File: config.mk
export PLATFORM = sky130hd
export DESIGN_NAME = pc_enable_unit
export DESIGN_NICKNAME = d
export VERILOG_FILES = /design/src/rtl/pc_enable_unit.sv
export SDC_FILE = /design/constraint.sdc
export NUM_CORES = 1
export LEC_CHECK = 0
export BUFFER_PORTS_ARGS = -buffer_cell sky130_fd_sc_hd__buf_2
export CELL_PAD_IN_SITES_DETAIL_PLACEMENT = 1
export CELL_PAD_IN_SITES_GLOBAL_PLACEMENT = 2
export CORE_MARGIN = 4
export CORE_UTILIZATION = 23
export CTS_CLUSTER_DIAMETER = 80
export DETAILED_ROUTE_END_ITERATION = 12
export PLACE_DENSITY = 0.84
export SLEW_MARGIN = 20
export SYNTH_ARGS = -nofsm -noshare
export SYNTH_HDL_FRONTEND = slang
export SYNTH_SLANG_ARGS = --single-unit
export TNS_END_PERCENT = 10
File: constraint.sdc
create_clock -name clk -period 2.55 [get_ports clk]
set_input_delay 0.765 -clock clk [delete_from_list [all_inputs] [get_ports clk]]
set_output_delay 0.765 -clock clk [all_outputs]
set_load 0.02 [all_outputs]
File: src/rtl/pc_enable_unit.sv
// PC register, enable and next-PC select with six compare modes, stall hold,
// branch-taken pulse and sticky misalignment trap. PC_PERF_EN adds saturating counters.
module pc_enable_unit #(
    parameter int          WIDTH     = 32,
    parameter logic [63:0] RESET_VEC = 64'h0,
    parameter int          CNT_W     = 16
) (
    input  logic             clk,
    input  logic             reset,
    input  logic             PCWrite,
    input  logic             Branch,
    input  logic [2:0]       BranchMode,
    input  logic             Zero,
    input  logic             Sign,
    input  logic             Stall,
    input  logic [1:0]       PCSrc,
    input  logic [WIDTH-1:0] ALUResult,
    input  logic [WIDTH-1:0] ALUOut,
    input  logic [25:0]      JumpField,
    output logic [WIDTH-1:0] PC,
    output logic             PCEn,
    output logic             BranchTaken,
    output logic             MisalignErr
`ifdef PC_PERF_EN
    ,
    output logic [CNT_W-1:0] UpdateCount,
    output logic [CNT_W-1:0] TakenCount,
    output logic [CNT_W-1:0] StallCount
`endif
);

    localparam logic [WIDTH-1:0] RST_PC = RESET_VEC[WIDTH-1:0];

    logic             cond;
    logic [WIDTH-1:0] next_pc;
    logic             misaligned;
    logic             load;
    logic             taken_d;

    always_comb begin
        cond = 1'b0;
        case (BranchMode)
            3'b000:  cond = Zero;
            3'b001:  cond = ~Zero;
            3'b010:  cond = Sign | Zero;
            3'b011:  cond = ~Sign & ~Zero;
            3'b100:  cond = Sign;
            3'b101:  cond = ~Sign;
            default: cond = 1'b0;
        endcase
    end

    // Jump target keeps the current upper PC bits; they never carry.
    always_comb begin
        next_pc = PC;
        case (PCSrc)
            2'b00:   next_pc = ALUResult;
            2'b01:   next_pc = ALUOut;
            2'b10:   next_pc = {PC[WIDTH-1:28], JumpField, 2'b00};
            default: next_pc = PC;
        endcase
    end

    assign PCEn       = (PCWrite | (Branch & cond)) & ~Stall & ~MisalignErr;
    assign misaligned = next_pc[1:0] != 2'b00;
    assign load       = PCEn & ~misaligned;
    assign taken_d    = Branch & cond & ~Stall & ~MisalignErr & ~PCWrite;

    always_ff @(posedge clk or posedge reset) begin
        if (reset) begin
            PC          <= RST_PC;
            BranchTaken <= 1'b0;
            MisalignErr <= 1'b0;
        end else begin
            BranchTaken <= taken_d;
            if (load)
                PC <= next_pc;
            // A misaligned target traps and freezes the PC until reset.
            if (PCEn && misaligned)
                MisalignErr <= 1'b1;
        end
    end

`ifdef PC_PERF_EN
    localparam logic [CNT_W-1:0] CNT_MAX = '1;

    always_ff @(posedge clk or posedge reset) begin
        if (reset) begin
            UpdateCount <= '0;
            TakenCount  <= '0;
            StallCount  <= '0;
        end else begin
            if (load && UpdateCount != CNT_MAX)
                UpdateCount <= UpdateCount + CNT_W'(1);
            if (taken_d && TakenCount != CNT_MAX)
                TakenCount <= TakenCount + CNT_W'(1);
            if (Stall && (PCWrite || Branch) && StallCount != CNT_MAX)
                StallCount <= StallCount + CNT_W'(1);
        end
    end
`endif

endmodule

==> results of run 1 <==
[worst max-delay path by stage]
stage                end  startpoint
finish              PCEn        Zero
CTS                 PCEn        Sign
global placement    PCEn        Sign
global route        PCEn        Zero
floorplan           PCEn        Sign
detailed placement  PCEn        Sign
[what timing repair did]
| action | in CTS | in global routing |
|---|---|---|
| endpoints found under the setup margin | 1 | 1 |
| buffers inserted | 0 | 2 |
| pin swaps | 1 | 4 |
| resized for setup | 3 | 7 |
| gates cloned | 0 | 0 |
[state kept, by name (all words and copies together), names as in the netlist]
| name | cells |
|---|---|
| PC | 32 |
| BranchTaken | 1 |
| MisalignErr | 1 |
[final cells by class]
cell class,instances,area (um^2)
sequential,34,851
tap,108,135
inverter,3,11.3
multi-input combinational,139,1140
fill,1033,5580
timing repair buffer,152,813
clock buffer,8,110
[stage by stage]
step	cells	hold slack [ps]	power, W
finish	444	503	0.00188
global route	444	518	0.00200
CTS	442	506	0.00191
detailed placement	434	489	0.00143
global placement	434	469	0.00141
floorplan	189	603	0.00113
[layout by cell type (no fill, tap or decap)]
master	Yosys	routed
a22oi_2	0	1
a2111oi_4	1	1
buf_6	2	2
o21ai_1	0	1
a211oi_1	1	1
nand2_1	27	27
a211oi_4	1	1
inv_1	3	3
o21a_1	1	1
a21oi_1	1	1
o21ai_0	27	26
nor4b_4	0	1
nor2b_2	0	1
nor2_2	0	1
a211o_4	0	1
nor2_1	3	2
mux2i_1	26	26
or2_2	1	1
and2_4	0	1
nor3_1	1	1
and3b_1	1	1
o31a_1	2	2
a31o_2	1	1
clkbuf_8	0	8
a41oi_2	1	1
nand4_1	1	1
mux2_2	35	35
xor2_1	1	1
buf_2	2	134
dfrtp_1	34	34
buf_4	0	16
o31ai_1	2	2
[power by group]
| part | internal [W] | leakage [nW] | switching [W] |
|---|---|---|---|
| Combinational | 0.000303 | 1.11 | 0.000372 |
| Clock | 0.000273 | 0.0575 | 0.000192 |
| Sequential | 0.000675 | 0.441 | 0.0000623 |
[logic make-up (layout without fill, tap and decap cells)]
| logic type | after synthesis | after routing | share of synthesized area [%] |
|---|---|---|---|
| flops | 34 | 34 | 41.9 |
| mux | 61 | 61 | 32.2 |
| compound gates | 40 | 40 | 13.7 |
| simple gates | 37 | 37 | 7.95 |
| xor+xnor | 1 | 1 | 0.431 |
| buf+inv | 16 | 163 | 3.82 |
[layer usage]
layer	vias up	share of wire, %	GRT usage [%]
li1	965	-	-
met1	947	40	13.4
met2	76	50	21.1
met3	5	9.5	3.96
met4	0	0.56	2.12
met5	-	0	0
[worst max-delay path, delay by kind of cell]
kind / cells / cell delay [ps]
AO/OA/AOI/OAI: 2 / 510
AND/OR/NAND/NOR: 2 / 220
buffers and inverters: 2 / 260
[synthesized netlist by cell type]
cell type  instances
nand4_1            1
a22oi_1            1
a41oi_2            1
a211oi_4           1
a211oi_1           1
and2_2             1
a2111oi_4          1
a31o_2             1
buf_2              2
mux2i_1           26
and3b_1            1
nor3_1             1
buf_1              2
or2_2              1
a211o_2            1
inv_1              3
clkbuf_1           7
o21ai_0           27
a21oi_1            1
buf_6              2
o31ai_1            2
nor2_1             3
o31a_1             2
mux2_2            35
nor2b_1            1
o21a_1             1
nand2_1           27
nor4b_1            1
xor2_1             1
dfrtp_1           34
==> flow_summary.json, run 1 <==
{
  "layout_min_cycle_time_ps": 2520,
  "layout-drive-gt1-share_pct": 61.3,
  "worstReg2RegEnd": "PC[13]",
  "grt_start_max_net_pins": 35,
  "syn_inst": 189,
  "cp.arrival_ps": 1750,
  "port_buffers": 136,
  "critical_path_class": "in -> out",
  "crit_path_end_kind": "primary output",
  "drc_errors": 0,
  "p_leak_nw": 1.61,
  "max-slew-margin-rel_pct": 67.9,
  "gp_congestion": 0.677,
  "clk_pin_slew_worst_paths_ps": 70,
  "holdCritStartpoint": "PC[30]",
  "syn_nets": 291,
  "yosys.area.top_type": "dfrtp_1",
  "std_cell_rows": 34,
  "yosysUniqueCellTypes": 30,
  "drv_slew": 0,
  "worstReg2RegStart": "MisalignErr",
  "cts_root_buf": "clkbuf_8",
  "wl_um": 6290,
  "crit_required_ps": 1790,
  "ys_ff_latch": 34,
  "slowest_stage": "a211o_4",
  "path_cells": "buf_2, a211o_4, a41oi_2, and2_4, nor2_2, buf_6",
  "drt-wirelength-per-cell_um": 14.2,
  "reg2reg_setup_slack_ps": 740,
  "grt_pass1_vias": 2134,
  "final_area_um2": 3060,
  "placed_area_um2": 2890,
  "synth_area_um2": 2030,
  "run_status": "finished, final reports clean",
  "avgSynthCellArea_um2": 10.7,
  "pwr_density_cell_nw_per_um2": 614,
  "critPathMaxFanout": 3,
  "vias_per_cell": 4.49,
  "ant_nets": 0,
  "gr-total-overflow": 0,
  "setup_slack_ps": 32.5,
  "antenna_found_initial": 0,
  "grtUsageTotal_pct": 11.6,
  "cts_tree": "yes",
  "finalSetupViolations": 0,
  "worstMarginPinSlew_ps": 477,
  "max_freq_ghz": 0.397,
  "synth_top_area_share_pct": 41.9,
  "h-tree-depth": 2,
  "cpPeakStageDelay_ps": 320,
  "start_kind": "primary input",
  "cts_buffer_depth": 2,
  "fin_tns_setup_ps": 0,
  "grt_pass1_wl_um": 9720,
  "holdPathStages": 1,
  "period_share_pct": 98.7,
  "postLayoutCoreUtil_pct": 35.4,
  "insertion_delay_ps": 280,
  "ir_drop_mv": 0.265,
  "die_w_um": 102,
  "syn_to_final_growth_pct": 50.5,
  "cts_sinks": 34,
  "cts_buffers": 5,
  "core_area_um2": 8640,
  "hp-class": "reg -> reg",
  "ff2ff_path_depth": 4,
  "die_height_um": 102,
  "final_nets": 437,
  "vias": 1993,
  "ys_seq_area_share_pct": 41.9,
  "dp_worst_setup_slack_ps": -41.4,
  "hpwl_um": 5120,
  "clock-skew-final_ps": 5.59,
  "dieArea_um2": 10400,
  "hold_viol_final": 0,
  "num_io_pins": 137,
  "holdPathEnd": "PC[30]",
  "drt_iter0_drc": 14,
  "hold_buffers": 0,
  "drv_cap": 0,
  "dr.pass1.iters": 3,
  "start_util_pct": 23.5,
  "antennaDiodeCount": 0,
  "synth_warnings": 0,
  "synth_area_leaders": "dfrtp_1 (42%), mux2_2 (19%), mux2i_1 (13%), o21ai_0 (6.7%), nand2_1 (5.0%)"
}
(Power assumes the default switching activity.)
==> run 2, diff against run 1 <==
RECOVER_POWER = 100   (was not set)
==> flow_summary.json, run 2 (synthesis gave the netlist of run 1 again) <==
{
  "ff2ff_path_depth": 4,
  "critPathBufInv": 2,
  "grt_start_max_net_pins": 35,
  "hold_buffers": 0,
  "whs_ps": 508,
  "slowest_stage": "a211o_4",
  "insertion_delay_ps": 280,
  "dp_worst_setup_slack_ps": -41.4,
  "path_cells": "buf_2, a211o_4, a41oi_2, and2_4, nor2_2, buf_6",
  "grt_pass1_vias": 2134,
  "finalSetupViolations": 0,
  "gp_congestion": 0.677,
  "cts_root_buf": "clkbuf_8",
  "ir_drop_mv": 0.255,
  "hold_viol_final": 0,
  "mostFrequentLayoutCells": "buf_2 (100), mux2_2 (35), dfrtp_1 (34), clkbuf_1 (34), nand2_1 (27)",
  "crit_required_ps": 1790,
  "gr-total-overflow": 0,
  "start_kind": "primary input",
  "antennaDiodeCount": 0,
  "max-slew-margin-rel_pct": 43.0,
  "setup_slack_ps": 32.5,
  "top_regs": "PC (32), BranchTaken (1), MisalignErr (1)",
  "wl_um": 6280,
  "holdPathEnd": "PC[12]",
  "layout-drive-gt1-share_pct": 51.2,
  "cts_tree": "yes",
  "cts_buffers": 5,
  "drv_cap": 0,
  "drv_slew": 0,
  "crit_path_start": "Zero",
  "period_share_pct": 98.7,
  "grt_pass1_wl_um": 9720,
  "port_buffers": 136,
  "hpwl_um": 5120,
  "cts_sinks": 34,
  "dr.pass1.iters": 4,
  "core_area_um2": 8640,
  "critPathMaxFanout": 3,
  "drt_iter0_drc": 16,
  "reg2reg_setup_slack_ps": 740,
  "antenna_found_initial": 0,
  "holdCritStartpoint": "PC[12]",
  "pwr_density_cell_nw_per_um2": 611,
  "holdPathStages": 1,
  "cp_top_family": "compound AO/OA/AOI/OAI gates",
  "vias": 1994,
  "layout_commonest_cell": "buf_2",
  "postLayoutCoreUtil_pct": 34.9,
  "ant_nets": 0,
  "layout_min_cycle_time_ps": 2520,
  "syn_to_final_growth_pct": 48.3,
  "drc_errors": 0,
  "crit_path_end_kind": "primary output",
  "std_cell_rows": 34,
  "vias_per_cell": 4.49,
  "fillers": 1037,
  "fin_tns_setup_ps": 0,
  "regMostFlops": "PC",
  "hp-class": "reg -> reg",
  "clock-skew-final_ps": 6.09,
  "drt-wirelength-per-cell_um": 14.1,
  "cpPeakStageDelay_ps": 320,
  "h-tree-depth": 2,
  "die_w_um": 102,
  "worstReg2RegEnd": "PC[13]",
  "final_nets": 437,
  "num_io_pins": 137,
  "run_status": "finished, final reports clean",
  "cp.arrival_ps": 1750,
  "die_height_um": 102,
  "worstMarginPinSlew_ps": 855,
  "largest_register_ffs": 32,
  "grtUsageTotal_pct": 11.6,
  "critical_path_class": "in -> out",
  "clk_pin_slew_worst_paths_ps": 70,
  "max_freq_ghz": 0.397,
  "start_util_pct": 23.5,
  "worstReg2RegStart": "MisalignErr",
  "cts_buffer_depth": 2,
  "p_leak_nw": 1.48,
  "p_total_w": 0.00184,
  "dieArea_um2": 10400
}
## run 2: cell types whose count changed in the layout (fill, tap and decap cells not counted)
| cell | previous run | this run |
|---|---|---|
| clkbuf_1 | 0 | 34 |
| buf_4 | 16 | 15 |
| clkbuf_2 | 0 | 1 |
| buf_2 | 134 | 100 |
## run 2: report_power, final
| group | switching [W] | internal (W) | leakage, nW |
|---|---|---|---|
| Sequential | 0.0000664 | 0.000676 | 0.441 |
| Combinational | 0.000372 | 0.000264 | 0.982 |
| Clock | 0.000191 | 0.000273 | 0.0575 |
| Total | 0.000629 | 0.00121 | 1.48 |
## run 2: worst register-to-register path: cells and delay by family (launching register included)
family / cells / cell delay (ps)
compound gates: 1 / 260
buf+inv: 1 / 270
flops: 1 / 400
mux: 1 / 370
simple gates: 1 / 400
## run 2: layout make-up
type                    instances  area, um^2  share of cell area, %
flip-flops and latches         34         851                   28.3
multi-input cells             139        1140                   37.7
well taps                     108         135                   4.49
clock buffers                   8         110                   3.66
inverters                       3        11.3                  0.374
repair buffers                152         768                   25.5
## run 2: worst max-delay path by stage
stage                     endpoint  depth (start not counted)
after floorplan               PCEn                          4
after global placement        PCEn                          6
after detailed placement      PCEn                          6
after CTS                     PCEn                          6
after global routing          PCEn                          6
final                         PCEn                          6
## run 2: per-layer routing
metal	vias to the layer above	global-route usage [%]	share of wire (%)
met4	0	2.12	0.56
met5	-	0	0
met3	5	3.96	9.4
met2	76	21.1	51
li1	966	-	-
met1	947	13.4	39
## run 2: what timing repair did
action                     4_1_cts  5_1_grt
setup buffers                    0        2
pin swaps                        1        4
gates resized for setup          3        7
setup endpoints to repair        1        1
## run 2: per-stage QoR
step | instances | area, um^2
after floorplan | 189 | 2030
after global placement | 434 | 2890
after detailed placement | 434 | 2890
after CTS | 442 | 3010
after global routing | 444 | 3010
final | 444 | 3010
